### config.mk
export PLATFORM = sky130hd
export DESIGN_NAME = branch_predictor
export DESIGN_NICKNAME = d
export VERILOG_FILES = /design/src/rtl/bp_pkg.sv /design/src/rtl/bp_sat_counter.sv /design/src/rtl/branch_predictor.sv
export SDC_FILE = /design/constraint.sdc
export NUM_CORES = 1
export LEC_CHECK = 0
export CAP_MARGIN = 20
export CELL_PAD_IN_SITES_DETAIL_PLACEMENT = 1
export CELL_PAD_IN_SITES_GLOBAL_PLACEMENT = 1
export CORE_UTILIZATION = 36
export CTS_BUF_LIST = sky130_fd_sc_hd__clkbuf_2
export DETAILED_ROUTE_END_ITERATION = 7
export GPL_TIMING_DRIVEN = 1
export PLACE_DENSITY_LB_ADDON = 0.2
export REMOVE_ABC_BUFFERS = 1
export SLEW_MARGIN = 10
export SYNTH_ARGS = -nofsm -noshare
export SYNTH_HDL_FRONTEND = slang
export SYNTH_SLANG_ARGS = --single-unit
### constraint.sdc
create_clock -name clk_i -period 2.28 [get_ports clk_i]
set_input_delay 0.228 -clock clk_i [delete_from_list [all_inputs] [get_ports clk_i]]
set_output_delay 0.228 -clock clk_i [all_outputs]
set_load 0.01 [all_outputs]
### src/rtl/bp_pkg.sv
// Shared types and constants for the 2-bit saturating-counter branch predictor.
package bp_pkg;

  typedef logic [1:0] bp_cnt_t;

  localparam bp_cnt_t BP_SNT = 2'b00;
  localparam bp_cnt_t BP_WNT = 2'b01;
  localparam bp_cnt_t BP_WT  = 2'b10;
  localparam bp_cnt_t BP_ST  = 2'b11;

  localparam int BP_ENTRIES = 16;

endpackage

### src/rtl/bp_sat_counter.sv
// Next-state logic for one 2-bit saturating counter: step toward taken or not-taken,
// holding at the strong ends.
module bp_sat_counter
  import bp_pkg::*;
(
  input  bp_cnt_t cnt,
  input  logic    taken,
  output bp_cnt_t cnt_next
);

  bp_cnt_t next_s;

  // One step along SNT <-> WNT <-> WT <-> ST, saturating at both ends
  always_comb begin
    next_s = cnt;
    case (cnt)
      BP_SNT:  next_s = taken ? BP_WNT : BP_SNT;
      BP_WNT:  next_s = taken ? BP_WT  : BP_SNT;
      BP_WT:   next_s = taken ? BP_ST  : BP_WNT;
      BP_ST:   next_s = taken ? BP_ST  : BP_WT;
      default: next_s = cnt;
    endcase
  end

  assign cnt_next = next_s;

endmodule

### src/rtl/branch_predictor.sv
// Bimodal branch predictor: ID-stage lookup, EX-stage resolve and training.
// Define BP_GSHARE_EN to XOR both indices with a non-speculative global history register.
module branch_predictor
  import bp_pkg::*;
#(
  parameter int      ENTRIES     = BP_ENTRIES,
  parameter bp_cnt_t RESET_STATE = BP_ST
) (
  input  logic        clk_i,
  input  logic        rst_i,
  input  logic        ID_branch_i,
  input  logic [31:0] ID_pc_i,
  output logic        predict_o,
  input  logic        EX_branch_i,
  input  logic [31:0] EX_pc_i,
  input  logic        EX_taken_i,
  input  logic        EX_predict_i,
  output logic        predictWrong_o
);

  localparam int IDX_W = $clog2(ENTRIES);

  bp_cnt_t            cnt_r [ENTRIES];
  logic [IDX_W-1:0]   idx_rd_s;
  logic [IDX_W-1:0]   idx_wr_s;
  bp_cnt_t            cnt_wr_cur_s;
  bp_cnt_t            cnt_wr_next_s;
  logic               unused_pc_s;

`ifdef BP_GSHARE_EN
  logic [IDX_W-1:0]   ghr_r;
  logic [IDX_W-1:0]   ghr_next_s;

  assign idx_rd_s   = ID_pc_i[IDX_W+1:2] ^ ghr_r;
  assign idx_wr_s   = EX_pc_i[IDX_W+1:2] ^ ghr_r;
  // Shift form keeps the expression legal even when IDX_W is 1
  assign ghr_next_s = (ghr_r << 1) | IDX_W'(EX_taken_i);

  // Global history advances only on resolved branches, same edge as the counter
  always_ff @(posedge clk_i or negedge rst_i) begin
    if (!rst_i) begin
      ghr_r <= '0;
    end else if (EX_branch_i) begin
      ghr_r <= ghr_next_s;
    end else begin
      ghr_r <= ghr_r;
    end
  end
`else
  assign idx_rd_s = ID_pc_i[IDX_W+1:2];
  assign idx_wr_s = EX_pc_i[IDX_W+1:2];
`endif

  assign unused_pc_s = ^{ID_pc_i[31:IDX_W+2], ID_pc_i[1:0],
                         EX_pc_i[31:IDX_W+2], EX_pc_i[1:0]};

  assign predict_o      = ID_branch_i & cnt_r[idx_rd_s][1];
  assign predictWrong_o = EX_branch_i & (EX_predict_i ^ EX_taken_i);

  assign cnt_wr_cur_s = cnt_r[idx_wr_s];

  bp_sat_counter u_sat_counter (
    .cnt      (cnt_wr_cur_s),
    .taken    (EX_taken_i),
    .cnt_next (cnt_wr_next_s)
  );

  // Counter table: reload on reset, train the EX-indexed entry on each resolved branch
  always_ff @(posedge clk_i or negedge rst_i) begin
    if (!rst_i) begin
      for (int i = 0; i < ENTRIES; i++) begin
        cnt_r[i] <= RESET_STATE;
      end
    end else if (EX_branch_i) begin
      cnt_r[idx_wr_s] <= cnt_wr_next_s;
    end else begin
      cnt_r[idx_wr_s] <= cnt_wr_cur_s;
    end
  end

endmodule

---- Word-level counts from Yosys, hierarchy flattened ----
Index checks and enable logic that the tools add are counted.
storage, ports and cells
  register bits after elaboration ......... 32
  input port bits ......................... 70
  output and inout bits ................... 2
  word-level logic and storage cells ...... 45
cells by class
  order comparisons ....................... 3
  equality and inequality tests ........... 3
  muxes and demuxes ....................... 16
  bitwise gates (word level) .............. 5
  reductions and logical operators ........ 2
operators by type and width
  kind                                                                          count
  32-bit bitwise mux                                                            2
  32-bit 2-to-1 mux                                                             1
  2-bit binary-select mux with 4-bit select                                     2
  2-bit 2-to-1 mux                                                              7
  5-bit >= comparator, second input constant                                    2
  4-bit inverter with 5-bit output                                              2
  2-bit demux with 4-bit select                                                 1
  2-bit one-hot mux with 4 select lines                                         1
  5-bit by 1-bit less-than comparator with 1-bit output, second input constant  1
  2-bit == test, second input constant                                          2
  1-bit bitwise AND                                                             2
  2-bit by 1-bit == test with 1-bit output, second input constant               1
  2-bit logical NOT                                                             1
  1-bit 2-to-1 mux                                                              2
  1-bit logical AND                                                             1
  1-bit bitwise XOR                                                             1

---- Depth between registers and ports, before layout ----
Gate-level depths: netlist (run 1).
  depth in word-level cells ............... 8
  mapped depth ............................ 8

---- By module ----
A second synthesis (run 1) with hierarchy kept.
unflattened totals
  cells, all modules ...................... 178
  area total of the unflattened synthesis .. 1806.7 µm²
by module, submodules not included
  module            times used  cells each  area each (µm²)  sequential area each (µm²)
  branch_predictor  1           175         1780.5           840.8
  bp_sat_counter    1           3           26.3             0.0

---- Worst setup path before layout (run 1) ----
No wires, ideal clock.
  path type ............................... input-to-reg
  from .................................... in EX_pc_i[2]
  to ...................................... reg cnt_r[14] (netlist bit)
  setup time .............................. 91 ps
  arrival time ............................ 1954 ps
  data required time ...................... 2189 ps
  slack ................................... 236 ps
  cell stages on the path ................. 7
  buffers on the path ..................... 2
  cells stage by stage .................... buf_6 mux4_2 mux4_2 mux2_4 buf_6 nand3_1 o31ai_1
on the way
  word-level cells in the longest chain between the ends .. 8
  elaborated cells between the ends (all ways) .. 17
  classes of those cells .................. order compare (2); eq/ne (3); mux (9); bitwise (1); reduce/logical (2)
ends and longest elaborated chain
  what                                                        RTL line                                                                RTL
  start: declaration                                          branch_predictor.sv:15                                                  input logic [31:0] EX_pc_i,
  4-bit inverter with 5-bit output (implied by the code) (*)  branch_predictor.sv:60, branch_predictor.sv:75, branch_predictor.sv:77
  2-bit binary-select mux with 4-bit select                   branch_predictor.sv:60                                                  assign cnt_wr_cur_s = cnt_r[idx_wr_s];
  2-bit 2-to-1 mux (implied by the code) (2 in a row)         branch_predictor.sv:60
  2-bit == test (tied with other cells)                       bp_sat_counter.sv:16                                                    case (cnt)
  2-bit one-hot mux with 4 select lines                       bp_sat_counter.sv:16
  32-bit bitwise mux                                          branch_predictor.sv:75                                                  cnt_r[idx_wr_s] <= cnt_wr_next_s;
  32-bit 2-to-1 mux (*)                                       branch_predictor.sv:74                                                  end else if (EX_branch_i) begin
  end signal: indexed assignment                              branch_predictor.sv:75
  end signal: indexed assignment                              branch_predictor.sv:77                                                  cnt_r[idx_wr_s] <= cnt_wr_cur_s;
  end: declaration                                            branch_predictor.sv:23                                                  bp_cnt_t cnt_r [ENTRIES];
Mark *: on every way between the ends. The rest lies on a longest branch, timed or not. The select of a mux whose other input is x is not followed.

---- Final worst setup path (run 1) ----
  from .................................... reg cnt_r[11] (netlist bit)
  to ...................................... out predict_o
on the way
  word-level cells in the longest chain between the ends .. 4
ends and longest elaborated chain
  what                                                 RTL line                RTL
  2-bit binary-select mux with 4-bit select            branch_predictor.sv:57  assign predict_o = ID_branch_i & cnt_r[idx_rd_s][1];
  2-bit 2-to-1 mux (implied by the code) (2 in a row)  branch_predictor.sv:57
  1-bit bitwise AND                                    branch_predictor.sv:57
  end: declaration                                     branch_predictor.sv:13  output logic predict_o,
Every way passes these cells. The select of a mux whose other input is x is not followed.

==> parameters.txt, run 1 <==
Parameter                              Value

Status
  Status ... finished, final reports clean

Clock tree
  CTS sink cnt ... 32
  Clock root buffer master ... sky130_fd_sc_hd__clkbuf_2
  Clock latency on the worst-skew pair ... around 0.38 ns
  Number of buffers created by CTS ... 5
  TritonCTS clock tree ... built
  Clock-pin slew of the registers on the worst-case setup and hold paths ... between 0.15 and 0.2 ns
  H-Tree Level Count ... 2
  Count of hold buffers inserted by post-cts repair ... 0
  Clock Path Buffers ... 2

Detailed routing
  Routed via count ... 1864
  Vias per Instance ... 5.825
  Count of nets left with antenna violations after detail routing ... 0
  WL per Instance ... about 21 um
  Number of remaining DRC errors ... 0
  Total length of routed wires ... ~6600 um
  First DRT Iteration DRCs ... around 100
  Drt first pass iters ... 4

Timing
  Hold slack ... 0.4381 ns
  Setup repair after global routing missed its margin ... true
  Minimum clock period after layout ... 2.206 ns
  Number of endpoints failing setup at the final stage ... 0
  Number of failing hold endpoints at the final stage ... 0
  Timing-limited maximum frequency ... 453.3 MHz
  Period Utilization, post-route ... slightly below 100%
  Worst setup margin ... 0.07372 ns
  Maximum clock skew at final layout ... ~0.015 ns
  Fin. max-slew vios ... 0
  Slew at the pin closest to its max-slew limit ... 0.6562 ns
  Worst relative slew slack ... between 50% and 60%

Layout
  Final instance count without filler cells ... 320
  Largest register FFs ... 32
  Final antenna diode count ... 0
  Layout Cell Area excl Fill ... 2778 sq um
  Largest registers in the final layout ... cnt_r: 32 flops
  Fraction of final layout cells with drive strength greater than 1 ... 50.40%
  Number of nets in the layout ... 317
  Biggest register ... cnt_r
  # fillers ... between 600 and 700
  Layout overhead on the synthesized area ... 28.84%

Placement
  Input/output buffers ... 15
  RePlAce Congestion ... between 0.8 and 0.9
  Half-perimeter wire length of the detailed placement result ... 4905 um
  Placement-stage cell area ... 2566 sq um
  Post-Place Setup Slack ... -0.4884 ns
  Number of cells in the design after placement ... around 300

Setup path
  Startpoint of the lowest-slack register-to-register path ... cnt_r[21]$_DFFE_PN1P_
  Worst R2R Path Depth ... 7
  Worst Path Buf+Inv ... 1
  Capture point of the critical path ... predict_o
  Endpoint arrival time on the critical path ... 1.98 ns
  Critical path class ... reg -> out
  Most common cell on crit path ... sky130_fd_sc_hd__mux4_2
  Critical path, cell by cell ... mux4_2, mux4_2, and2_4, buf_6
  Crit start category ... register
  Delay of the slowest critical-path stage ... between 0.4 and 0.5 ns
  Crit path depth ... 4
  Launch point of the worst path ... cnt_r[11]$_DFFE_PN1P_
  Maximum fanout along the worst path ... 3
  Endpoint type of the worst setup path ... output port
  Highest-delay cell along the critical path ... sky130_fd_sc_hd__mux4_2
  Crit path required time ... 2.05 ns
  Critical register-to-register path endpoint ... cnt_r[19]$_DFFE_PN1P_
  Cell type group with the largest total delay on the critical path ... multiplexers
  Setup slack on the worst flop-to-flop path ... approximately 0.09 ns

Pwr
  Maximum resistive drop on vdd ... roughly 0.29 mV
  Static leakage ... around 1.1 nW
  Overall power of the completed layout ... 2.251 mW
  Ratio of total power to cell area ... 810.5 nW/um^2

GRT
  Total overflow reported by the global router ... 0
  Pin count of the biggest net entering global routing ... 33
  First-pass GRT wire length ... around 11000 um
  Number of antenna violations at the first check in global routing ... 0
  Global-route total usage across every layer ... between 20 and 25%
  Number of global-route vias before repair ... ~2100

Min path
  Worst min-delay path category ... in -> reg

Flow run
  Max-cap violations ... 0

Floorplan
  Effective utilization at floorplan ... 38.21%
  Die Outline Area ... between 6000 and 7000 sq um
  Horiz. Die Dim ... a little under 80 um
  Floorplan Core Area ... roughly 5600 sq um
  Die Ht ... roughly 79 um
  I/O pin total ... between 70 and 80
  Rows ... 27

Logic synthesis
  Number of distinct library cells after synthesis ... 32
  Number of storage elements in the synthesis netlist ... 32
  Sequential area share after synthesis ... about two fifths
  Gate Count Post-Synth ... 200
  Mean Syn Cell Area ... between 10 and 15 sq um
  Area of the mapped netlist ... around 2200 sq um
  Count of yosys warnings during synthesis ... 0
synth_stat cells (all sizes together):
cell type / count / area, sq um
nor2: 2 / 7.510
clkbuf: 1 / 3.750
dfstp: 32 / 840.8
a211oi: 4 / 30.03
o21bai: 1 / 7.510
nand2: 45 / 168.9
nor2b: 8 / 50.05
and2: 2 / 12.51
mux4: 10 / 225.2
a2111oi: 1 / 15.01
o41ai: 17 / 231.5
or2: 1 / 6.260
a311oi: 1 / 26.28
nor4: 1 / 6.260
buf: 16 / 108.8
mux2i: 1 / 10.01
inv: 1 / 3.750
nand2b: 5 / 38.78
o22ai: 4 / 25.02
o31ai: 16 / 120.1
nand3: 15 / 75.07
a21oi: 2 / 10.01
nand4: 6 / 37.54
mux2: 7 / 86.33
xor2: 1 / 8.760
kinds of logic after synthesis:
kind of cell | count (synthesis) | share of synthesized area [%]
AND/OR/NAND/NOR | 85 | 18.69
buffers and inverters | 18 | 5.397
AO/OA/AOI/OAI | 46 | 21.59
multiplexers | 18 | 14.92
XOR/XNOR | 1 | 0.4063
flip-flops | 32 | 39.00
worst min path at each step:
| stage | endpoint | slack [ns] | from | depth (start not counted) |
|---|---|---|---|---|
| after global placement | cnt_r[14]$_DFFE_PN1P_ | 0.46 | cnt_r[14]$_DFFE_PN1P_ | 2 |
| final | cnt_r[9]$_DFFE_PN1P_ | 0.44 | EX_pc_i[2] | 4 |
| after CTS | cnt_r[9]$_DFFE_PN1P_ | 0.43 | EX_pc_i[2] | 4 |
| after global routing | cnt_r[9]$_DFFE_PN1P_ | 0.45 | EX_pc_i[2] | 4 |
| after detailed placement | cnt_r[30]$_DFFE_PN1P_ | 0.47 | cnt_r[30]$_DFFE_PN1P_ | 2 |
| after floorplan | cnt_r[0]$_DFFE_PN1P_ | 0.08 | rst_i | 0 |
layout by cell type (no fill, tap or decap), drive strengths merged, types with 2 or more instances in the layout:
master          n
dfstp          32
o22ai           4
nor2b           8
clkbuf          6
nand2b          5
dlygate4sd2     2
nand2          45
nand3          15
nor2            2
a211oi          4
o31ai          16
clkdlybuf4s50  12
nand4           6
o41ai          17
buf            43
mux4           10
a21oi           2
mux2            7
and2            2
metal layers:
| layer | part of all wire (%) | global-route usage (%) |
|---|---|---|
| met1 | 43 | 28.04 |
| met2 | 52 | 40.69 |
| met4 | 1.9 | 7.455 |
| met5 | 0 | 0 |
| met3 | 3.3 | 4.343 |
repair_timing:
item | 4_1_cts | 5_1_grt
pin swaps | 1 | 4
resized for setup | 9 | 10
setup buffers | 6 | 0
endpoints found under the setup margin | 7 | 23
stage by stage:
step	TNS [ns]	util (%)
6_report	0	49.23
5_1_grt	-0.03707	49.23
3_3_place_gp	-10.96	45.49
2_1_floorplan	-0.3576	-
4_1_cts	0	48.06
3_5_place_dp	-12.88	45.49
layout make-up:
| type | instances | area (sq um) | area share, % |
|---|---|---|---|
| Inverter | 1 | 3.754 | 0.1351 |
| Multi-Input combinational cell | 150 | 1272 | 45.81 |
| Clock buffer | 6 | 30.03 | 1.081 |
| Tap cell | 72 | 90.09 | 3.243 |
| Clock inverter | 2 | 35.03 | 1.261 |
| Sequential cell | 32 | 840.8 | 30.27 |
| Timing Repair Buffer | 57 | 505.5 | 18.20 |
power by group:
part	leakage (nW)	total, mW	switching, mW	internal [mW]
registers	0.334	0.955	0.116	0.839
clock network	0.0430	0.402	0.213	0.189
logic	0.725	0.894	0.426	0.468
total	1.10	2.25	0.755	1.50
worst register-to-register path, stage by stage (launching register included):
cell and delay [ns]:
sky130_fd_sc_hd__dfstp_2 0.58, sky130_fd_sc_hd__nor2b_1 0.15, sky130_fd_sc_hd__a211oi_1 0.11, sky130_fd_sc_hd__o41ai_4 0.47, sky130_fd_sc_hd__o22ai_2 0.16, sky130_fd_sc_hd__buf_4 0.22
sky130_fd_sc_hd__buf_4 0.15, sky130_fd_sc_hd__o41ai_2 0.28
Power figures use the tool's default switching activity.
==> run 2: changes to the inputs <==
==> constraint.sdc (replaced) <==
create_clock -name clk_i -period 2.28 [get_ports clk_i]
set_input_delay 0.57 -clock clk_i [delete_from_list [all_inputs] [get_ports clk_i]]
set_output_delay 0.57 -clock clk_i [all_outputs]
set_load 0.01 [all_outputs]
==> run 2 against run 1 <==
Against the previous run:
- the flow now finishes with violations (setup timing)
- routed wire length is 19% higher
- sequential share of layout area is 3.2 points lower
- count of clock-buffer cells in the layout is 1 lower
- cell count is 11% higher
- highest routed layer unchanged
==> parameters.txt, run 2 (synthesis gave the netlist of run 1 again) <==
Parameter                              Value

Clock tree
  CTS sink cnt ... 32
  Clock root buffer master ... sky130_fd_sc_hd__clkbuf_2
  TritonCTS clock tree ... built
  Clock Path Buffers ... 2
  Clock-pin slew of the registers on the worst-case setup and hold paths ... ~0.20 ns
  Count of hold buffers inserted by post-cts repair ... 0
  Number of buffers created by CTS ... 5
  Clock latency on the worst-skew pair ... 0.38 ns
  H-Tree Level Count ... 2

Layout
  Layout overhead on the synthesized area ... 44.28%
  Commonest cells after routing, fill and taps aside ... sky130_fd_sc_hd__buf_4 (69), sky130_fd_sc_hd__nand2_1 (45), sky130_fd_sc_hd__dfstp_2 (32)
  Final antenna diode count ... 0
  Fraction of final layout cells with drive strength greater than 1 ... about three fifths
  Most common library cell in the layout ignoring fill and taps ... sky130_fd_sc_hd__buf_4
  Util after Layout ... 55.13%
  Largest register FFs ... 32
  Biggest register ... cnt_r
  Largest registers in the final layout ... cnt_r: 32 flops
  Number of nets in the layout ... between 300 and 400

Floorplan
  Horiz. Die Dim ... roughly 79 um
  Rows ... 27
  Die Outline Area ... between 6000 and 7000 sq um
  Effective utilization at floorplan ... between 30% and 40%
  Die Ht ... ~79 um
  I/O pin total ... slightly above 70
  Floorplan Core Area ... roughly 5600 sq um

Timing
  Fin. max-slew vios ... 0
  Worst setup margin ... -0.3340 ns
  Period Utilization, post-route ... 114.6%
  Maximum clock skew at final layout ... between 0.01 and 0.015 ns
  Slew at the pin closest to its max-slew limit ... 0.4732 ns
  Timing-limited maximum frequency ... about 380 MHz
  Setup TNS Final ... -0.3340 ns
  Minimum clock period after layout ... about 2.6 ns
  Worst relative slew slack ... approximately two thirds
  Number of failing hold endpoints at the final stage ... 0
  Setup repair after global routing missed its margin ... true
  Number of endpoints failing setup at the final stage ... 1

Detailed routing
  Count of nets left with antenna violations after detail routing ... 0
  Number of remaining DRC errors ... 0
  Routed via count ... about 2100
  Total length of routed wires ... a little under 8000 um
  First DRT Iteration DRCs ... approximately 120
  Drt first pass iters ... 5
  Vias per Instance ... a little under 6
  WL per Instance ... 22.19 um

Setup path
  Critical path, cell by cell ... mux4_2, mux4_2, and2_1, buf_2
  Critical path class ... reg -> out
  Crit start category ... register
  Endpoint arrival time on the critical path ... around 2.0 ns
  Most common cell on crit path ... sky130_fd_sc_hd__mux4_2
  Endpoint type of the worst setup path ... output port
  Worst Path Buf+Inv ... 1
  Crit path depth ... 4
  Worst R2R Path Depth ... 5
  Crit path required time ... between 1.5 and 2 ns
  Highest-delay cell along the critical path ... sky130_fd_sc_hd__mux4_2
  Cell type group with the largest total delay on the critical path ... multiplexers
  Maximum fanout along the worst path ... 2
  Delay of the slowest critical-path stage ... 0.49 ns

GRT
  Met1 Track Usage GR ... a little under a third
  Number of antenna violations at the first check in global routing ... 0
  First-pass GRT wire length ... ~12000 um
  Global-route total usage across every layer ... a little over a quarter
  Pin count of the biggest net entering global routing ... 33
  Gr busiest metal ... met2
  Met3 Track Usage GR ... around 5.6%
  Total overflow reported by the global router ... 0
  Number of global-route vias before repair ... ~2300
  Grt met2 use ... between 40 and 50%

Min path
  Min-Delay Path Depth ... 2
  Worst min-delay path category ... reg -> reg

Flow run
  Max-cap violations ... 0

Status
  Status ... finished, violations left
  Violated checks ... setup timing

Pwr
  Ratio of total power to cell area ... between 700 and 800 nW/um^2
  Maximum resistive drop on vdd ... 0.2916 mV
  Static leakage ... roughly 1.3 nW

Placement
  RePlAce Congestion ... 0.8687
  Input/output buffers ... 15
  Half-perimeter wire length of the detailed placement result ... 5336 um
[run 2: cell count changes in the layout (fill, tap and decap cells not counted), moves of 2 or more]
cell / delta
sky130_fd_sc_hd__buf_4: +31
sky130_fd_sc_hd__o31ai_1: -5
sky130_fd_sc_hd__o31ai_2: +5
sky130_fd_sc_hd__clkdlybuf4s50_1: -4
sky130_fd_sc_hd__buf_2: +3
sky130_fd_sc_hd__buf_6: +3
sky130_fd_sc_hd__a211oi_1: -2
sky130_fd_sc_hd__a211oi_2: +2
sky130_fd_sc_hd__o41ai_4: +2
[run 2: worst paths after layout]
check,endpoint,slack [ns],startpoint
worst max-delay path,predict_o,-0.33,cnt_r[9]$_DFFE_PN1P_
worst min-delay path,cnt_r[10]$_DFFE_PN1P_,0.49,cnt_r[10]$_DFFE_PN1P_
worst max register to register,cnt_r[2]$_DFFE_PN1P_,0.05,cnt_r[8]$_DFFE_PN1P_
worst min register to register,cnt_r[10]$_DFFE_PN1P_,0.49,cnt_r[10]$_DFFE_PN1P_
max in group asynchronous,cnt_r[3]$_DFFE_PN1P_,1.35,rst_i
min in group asynchronous,cnt_r[9]$_DFFE_PN1P_,0.87,rst_i
[run 2: through the flow]
step                      cells  hold WS (ns)  area, sq um  total power, mW  setup WS, ns
after floorplan             183        0.4222         2043            1.399       -0.2920
after global routing        356        0.5130         3110            2.477       -0.4047
after CTS                   352        0.4925         3020            2.301       -0.3566
after global placement      336        0.4591         2816            1.835        -1.108
after detailed placement    336        0.4686         2816            1.906        -1.188
final                       356        0.4912         3110            2.362       -0.3340
[run 2: final cells by class]
type                    instances  area (sq um)
clock buffers                   5         25.02
clock inverters                 3         18.77
fillers                       623          2531
inverters                       1         3.754
multi-input cells             151          1363
flip-flops and latches         32         840.8
well taps                      72         90.09
repair buffers                 92         769.5
[run 2: timing repair]
action | in CTS | in global routing
setup buffers | 6 | 4
pin swaps | 6 | 3
setup endpoints to repair | 34 | 33
gates cloned | 2 | 0
gates resized for setup | 37 | 10
[run 2: per-layer routing]
metal,part of all wire (%),wire length (um),up-vias
li1,-,-,935
met1,42,3330,1061
met2,50,3985,52
met3,3.9,309,22
met4,3.5,276,0
met5,0,0,-
[run 2: report_power, final]
part | internal, mW | switching, mW | total, mW
combinational | 0.579 | 0.545 | 1.12
sequential | 0.838 | 0.106 | 0.944
clock | 0.0743 | 0.221 | 0.295
total | 1.49 | 0.871 | 2.36
[run 2: worst reg2reg max path, cell delays in order, from the launching register on]
cell and delay [ns]:
sky130_fd_sc_hd__dfstp_2 0.42, sky130_fd_sc_hd__mux4_2 0.53, sky130_fd_sc_hd__mux4_2 0.55, sky130_fd_sc_hd__mux2_4 0.29, sky130_fd_sc_hd__nand4_1 0.13, sky130_fd_sc_hd__o31ai_2 0.22
==> variant 1, RTL diff (flow settings as in run 2) <==
The option `BP_GSHARE_EN` is turned on by a define.
--- a/src/rtl/branch_predictor.sv
+++ b/src/rtl/branch_predictor.sv
@@ -2,2 +2,4 @@
 // Define BP_GSHARE_EN to XOR both indices with a non-speculative global history register.
+`define BP_GSHARE_EN
+
 module branch_predictor
Formal check against the unedited RTL: not equivalent (Yosys sat finds a counterexample within 4 cycles, from zero or initial values and one cycle with rst_i low).
==> variant 1 against run 2 <==
- the run still ends with setup timing left
- sequential cell count up 4
- final area down 5.1%
- worst setup slack got worse by 0.31 ns
- die area decreased by 6.2%
- synthesized area shrank 6.4%
- maximum frequency down 11%
- power up 55%
- register-to-register slack worse by 0.37 ns
- wire length down 21%
- critical endpoint unchanged
- highest routed layer unchanged
==> variant 1: results (changes against run 2) <==
[worst_setup_path]
cp.arrival_ns=2.36  ; was 2.04 ns
reg2reg_depth=11  ; was 5
crit_path_max_fanout=4  ; was 2
r2r_end=cnt_r[1]  ; was cnt_r[2]
cp-startpoint=ghr_r[0]  ; was cnt_r[9]
ff2ff_setup_slack_ns=-0.32  ; was 0.05 ns

[synthesis]
synthTopCellsByArea=dfstp_2 42%, mux2_2 11%, mux4_2 6.7%, nand2_1 6.5%, mux4_1 5.2%  ; was dfstp_2 39%, mux4_2 10%, o41ai_2 8.3%, nand2_1 7.8%, o31ai_1 5.6%
synthXorXnorAreaFrac_pct=6.386  ; was 0.4063%
ys_seq_area_share_pct=46.62  ; was 39.00%
synth_compound_area_share_pct=8.927  ; was 21.59%
muxShareOfSynthArea_pct=24.74  ; was 14.92%
yosys-top-cells-count=35 x nand2_1, 32 x dfstp_2, 20 x mux2_2, 9 x o21ai_1  ; was 45 x nand2_1, 32 x dfstp_2, 16 x o31ai_1, 15 x nand3_1, 11 x o41ai_2

[global_routing]
grt_pass1_wl_um=10430  ; was 11990 um
grt_pass1_vias=1974  ; was 2270
grt_antenna_before_repair=0  ; unchanged
grt_usage_pct=23.50  ; was 26.01%

[place]
dp_worst_setup_slack_ns=-1.299  ; was -1.188 ns
post-place-cells=308  ; was 336
gp_congestion=0.8486  ; was 0.8687
dpl_cell_area_mm2=0.002673  ; was 0.002816 mm2
hpwl_um=4521  ; was 5336 um

[power]
ir_worst_vdd_mv=0.4921  ; was 0.2916 mV

[cts]
cts.repair.resized=71  ; was 37
path_clk_slew_ns=0.17  ; was 0.20 ns
cts_setup_buffers=2  ; was 6

[hold_path]
worstHoldStart=cnt_r[23]  ; was cnt_r[10]
hold_end=cnt_r[23]  ; was cnt_r[10]

[detailed_routing]
routed-wl-met3_um=297  ; was 309 um
wl_um=6242  ; was 7900 um
vias_per_cell=5.328  ; was 5.815
wl_met2_um=3361  ; was 3985 um
wl_met1_um=2508  ; was 3330 um

[sta]
clock_skew_ns=0.008195  ; was 0.01494 ns
setup_ws_ns=-0.6459  ; was -0.3340 ns
finalSetupViolCount=33  ; was 1
relSlewSlack_pct=68.78  ; was 68.26%
whs_ns=0.5093  ; was 0.4912 ns
final.setup.tns_ns=-9.882  ; was -0.3340 ns

[status]
violations=setup timing  ; unchanged
status=finished with violations  ; unchanged

[cells_and_area]
reg_top3=cnt_r (32), ghr_r (4)  ; was cnt_r (32)
nNetsFinal=317  ; was 353
drive_gt1_share_pct=68.83  ; was 60.92%
finalNonFillerCells=317  ; was 356

-- variant 1: cell types whose count changed after synthesis, moves of 7 or more --
cell,delta
o31ai_1,-16
mux2_2,+15
nand3_1,-13
o41ai_2,-11
nand2_1,-10
o21ai_1,+9
nor2b_1,-8
o21ai_0,+7
-- variant 1: area by class of cell --
| type | count | area [um2] |
|---|---|---|
| Multi-Input combinational cell | 128 | 1262 |
| Clock inverter | 2 | 7.507 |
| Fill cell | 545 | 2287 |
| Tap cell | 70 | 87.58 |
| Sequential cell | 36 | 942.2 |
| Clock buffer | 5 | 25.02 |
| Timing Repair Buffer | 76 | 625.6 |
-- variant 1: report_power, final --
group	internal [uW]	total (uW)	switching (uW)
logic	1100	2090	989
registers	1110	1310	200
clock network	63.3	270	207
-- variant 1: metal layers --
layer,GRT usage (%),up-vias
li1,-,764
met1,27.86,872
met2,43.30,45
met3,4.048,8
met4,6.346,0
met5,0,-
==> variant 2, RTL diff (settings of run 2) <==
Made on the original files. Put a register stage on the outputs `predict_o` and `predictWrong_o`, with the module's reset. The values now appear one clock later.
--- a/src/rtl/branch_predictor.sv
+++ b/src/rtl/branch_predictor.sv
@@ -56,4 +56,11 @@
 
-  assign predict_o      = ID_branch_i & cnt_r[idx_rd_s][1];
-  assign predictWrong_o = EX_branch_i & (EX_predict_i ^ EX_taken_i);
+  always_ff @(posedge clk_i or negedge rst_i) begin
+    if (!rst_i) begin
+      predict_o      <= '0;
+      predictWrong_o <= '0;
+    end else begin
+      predict_o      <= ID_branch_i & cnt_r[idx_rd_s][1];
+      predictWrong_o <= EX_branch_i & (EX_predict_i ^ EX_taken_i);
+    end
+  end
 
Function: changed (a bounded check fails within 4 cycles, from zero or initial values and one cycle with rst_i low).
==> variant 2 against run 2 <==
- sequential cell count grew 2
- worst setup slack improved by 0.35 ns
- critical path type is now input port to flip-flop
- synthesized area is 1.9% higher
- non-clock buffer count down 26
- power decreased by 8.0%
- via count shrank 4.8%
- critical endpoint is now cnt_r[8]
- final area decreased by 6.4%
- wire length shrank 11%
- highest routed layer unchanged
==> variant 2: results (changes against run 2) <==
[status]
status=finished clean  ; was finished with violations

[global_routing]
grt_max_degree=35  ; was 33
grt_pass1_wl_um=11520  ; was 11990 um
grt_pass1_vias=2163  ; was 2270
grt_usage_pct=24.32  ; was 26.01%

[detailed_routing]
wl_per_cell_um=20.99  ; was 22.19 um
vias_per_cell=5.884  ; was 5.815
detail_route.first_pass.iterations=4  ; was 5
drtIter0Drc=78  ; was 117

[power]
ir_worst_vdd_mv=0.3827  ; was 0.2916 mV
sw_frac_of_total_pct=35.29  ; was 36.87%
p_leak_uw=0.001172  ; was 0.001319 uW

[cells_and_area]
nNetsFinal=329  ; was 353
drive_gt1_share_pct=50.77  ; was 60.92%
reg_top3=cnt_r (32), predictWrong_o (1), predict_o (1)  ; was cnt_r (32)
diodes=0  ; unchanged

[worst_setup_path]
ff2ff_setup_slack_ns=0.07  ; was 0.05 ns
slowest_delay_ns=0.54  ; was 0.49 ns
rr_startpoint=cnt_r[0]  ; was cnt_r[8]
cp-startpoint=EX_pc_i[4]  ; was cnt_r[9]
crit_path_max_fanout=8  ; was 2
cp.arrival_ns=2.54  ; was 2.04 ns

[synthesis]
synthTopCellsByArea=dfstp_2 38%, mux4_2 10%, o41ai_2 8.1%, nand2_1 7.7%, o31ai_1 5.5%  ; was dfstp_2 39%, mux4_2 10%, o41ai_2 8.3%, nand2_1 7.8%, o31ai_1 5.6%
netlist-cell-type-count=33  ; was 32
ys_seq_area_share_pct=40.55  ; was 39.00%

[place]
hpwl_um=5047  ; was 5336 um
dpl_cell_area_mm2=0.002706  ; was 0.002816 mm2
gp_congestion=0.8539  ; was 0.8687

[sta]
clock_skew_ns=0.02296  ; was 0.01494 ns
whs_ns=0.4908  ; was 0.4912 ns

[hold_path]
worstHoldStart=cnt_r[24]  ; was cnt_r[10]

[cts]
clk_latency_ns=0.38  ; about the same

variant 2: repair_timing:
action | in CTS | in global routing
pin swaps | 3 | 3
setup buffers | 7 | 0
gates cloned | 2 | 0
endpoints found under the setup margin | 32 | 23
resized for setup | 18 | 5
variant 2: routing by layer:
layer	part of all wire, %	up-vias	GRT usage, %	wire (um)
met4	1.4	0	8.393	98
met2	50	41	39.91	3529
li1	-	887	-	-
met5	0	-	0	0
met1	45	1035	32.18	3153
met3	3.6	8	4.318	250
variant 2: worst min-delay path, delay by kind of cell (launching register included):
family | cells | cell delay, ns
compound gates | 1 | 0.06
simple gates | 1 | 0.05
flops | 1 | 0.41
variant 2: area by class of cell:
type	instances	area, um2
Fill cell	651	3008
Inverter	1	3.754
Clock buffer	6	30.03
Multi-Input combinational cell	151	1296
Timing Repair Buffer	66	589.3
Sequential cell	34	890.9
Clock inverter	2	8.758
Tap cell	75	93.84
variant 2: path summary, 6_finish.rpt:
check,depth (start not counted),endpoint
max in group asynchronous,2,cnt_r[12]
min,2,cnt_r[24]
max reg2reg,5,cnt_r[8]
min reg2reg,2,cnt_r[24]
max,7,cnt_r[8]
min in group asynchronous,2,predict_o
variant 2: cell families (layout without fill, tap and decap cells):
group	Yosys count	after routing	synth area share, %
buffers and inverters	19	75	5.068
multiplexers	18	19	14.46
XOR/XNOR	1	1	0.3987
AND/OR/NAND/NOR	85	85	18.34
AO/OA/AOI/OAI	46	46	21.18
flip-flops	34	34	40.55
variant 2: stage by stage:
stage	util, %	std cells	setup TNS, ns	setup slack [ns]
after global routing	49.20	335	-0.01493	-0.007579
after detailed placement	45.71	318	-22.39	-0.7942
after CTS	48.73	335	0	0.007236
after floorplan	-	185	-4.357	-0.2907
after global placement	45.71	318	-20.90	-0.7119
final	49.20	335	0	0.01759
variant 2: power by group through the flow:
stage                     Combinational, uW  Sequential [uW]  Clock [uW]
after floorplan                         482              952           0
after global placement                  743              998           0
after detailed placement                779             1010           0
after CTS                               867             1000         301
after global routing                    959             1020         327
final                                   888              999         287
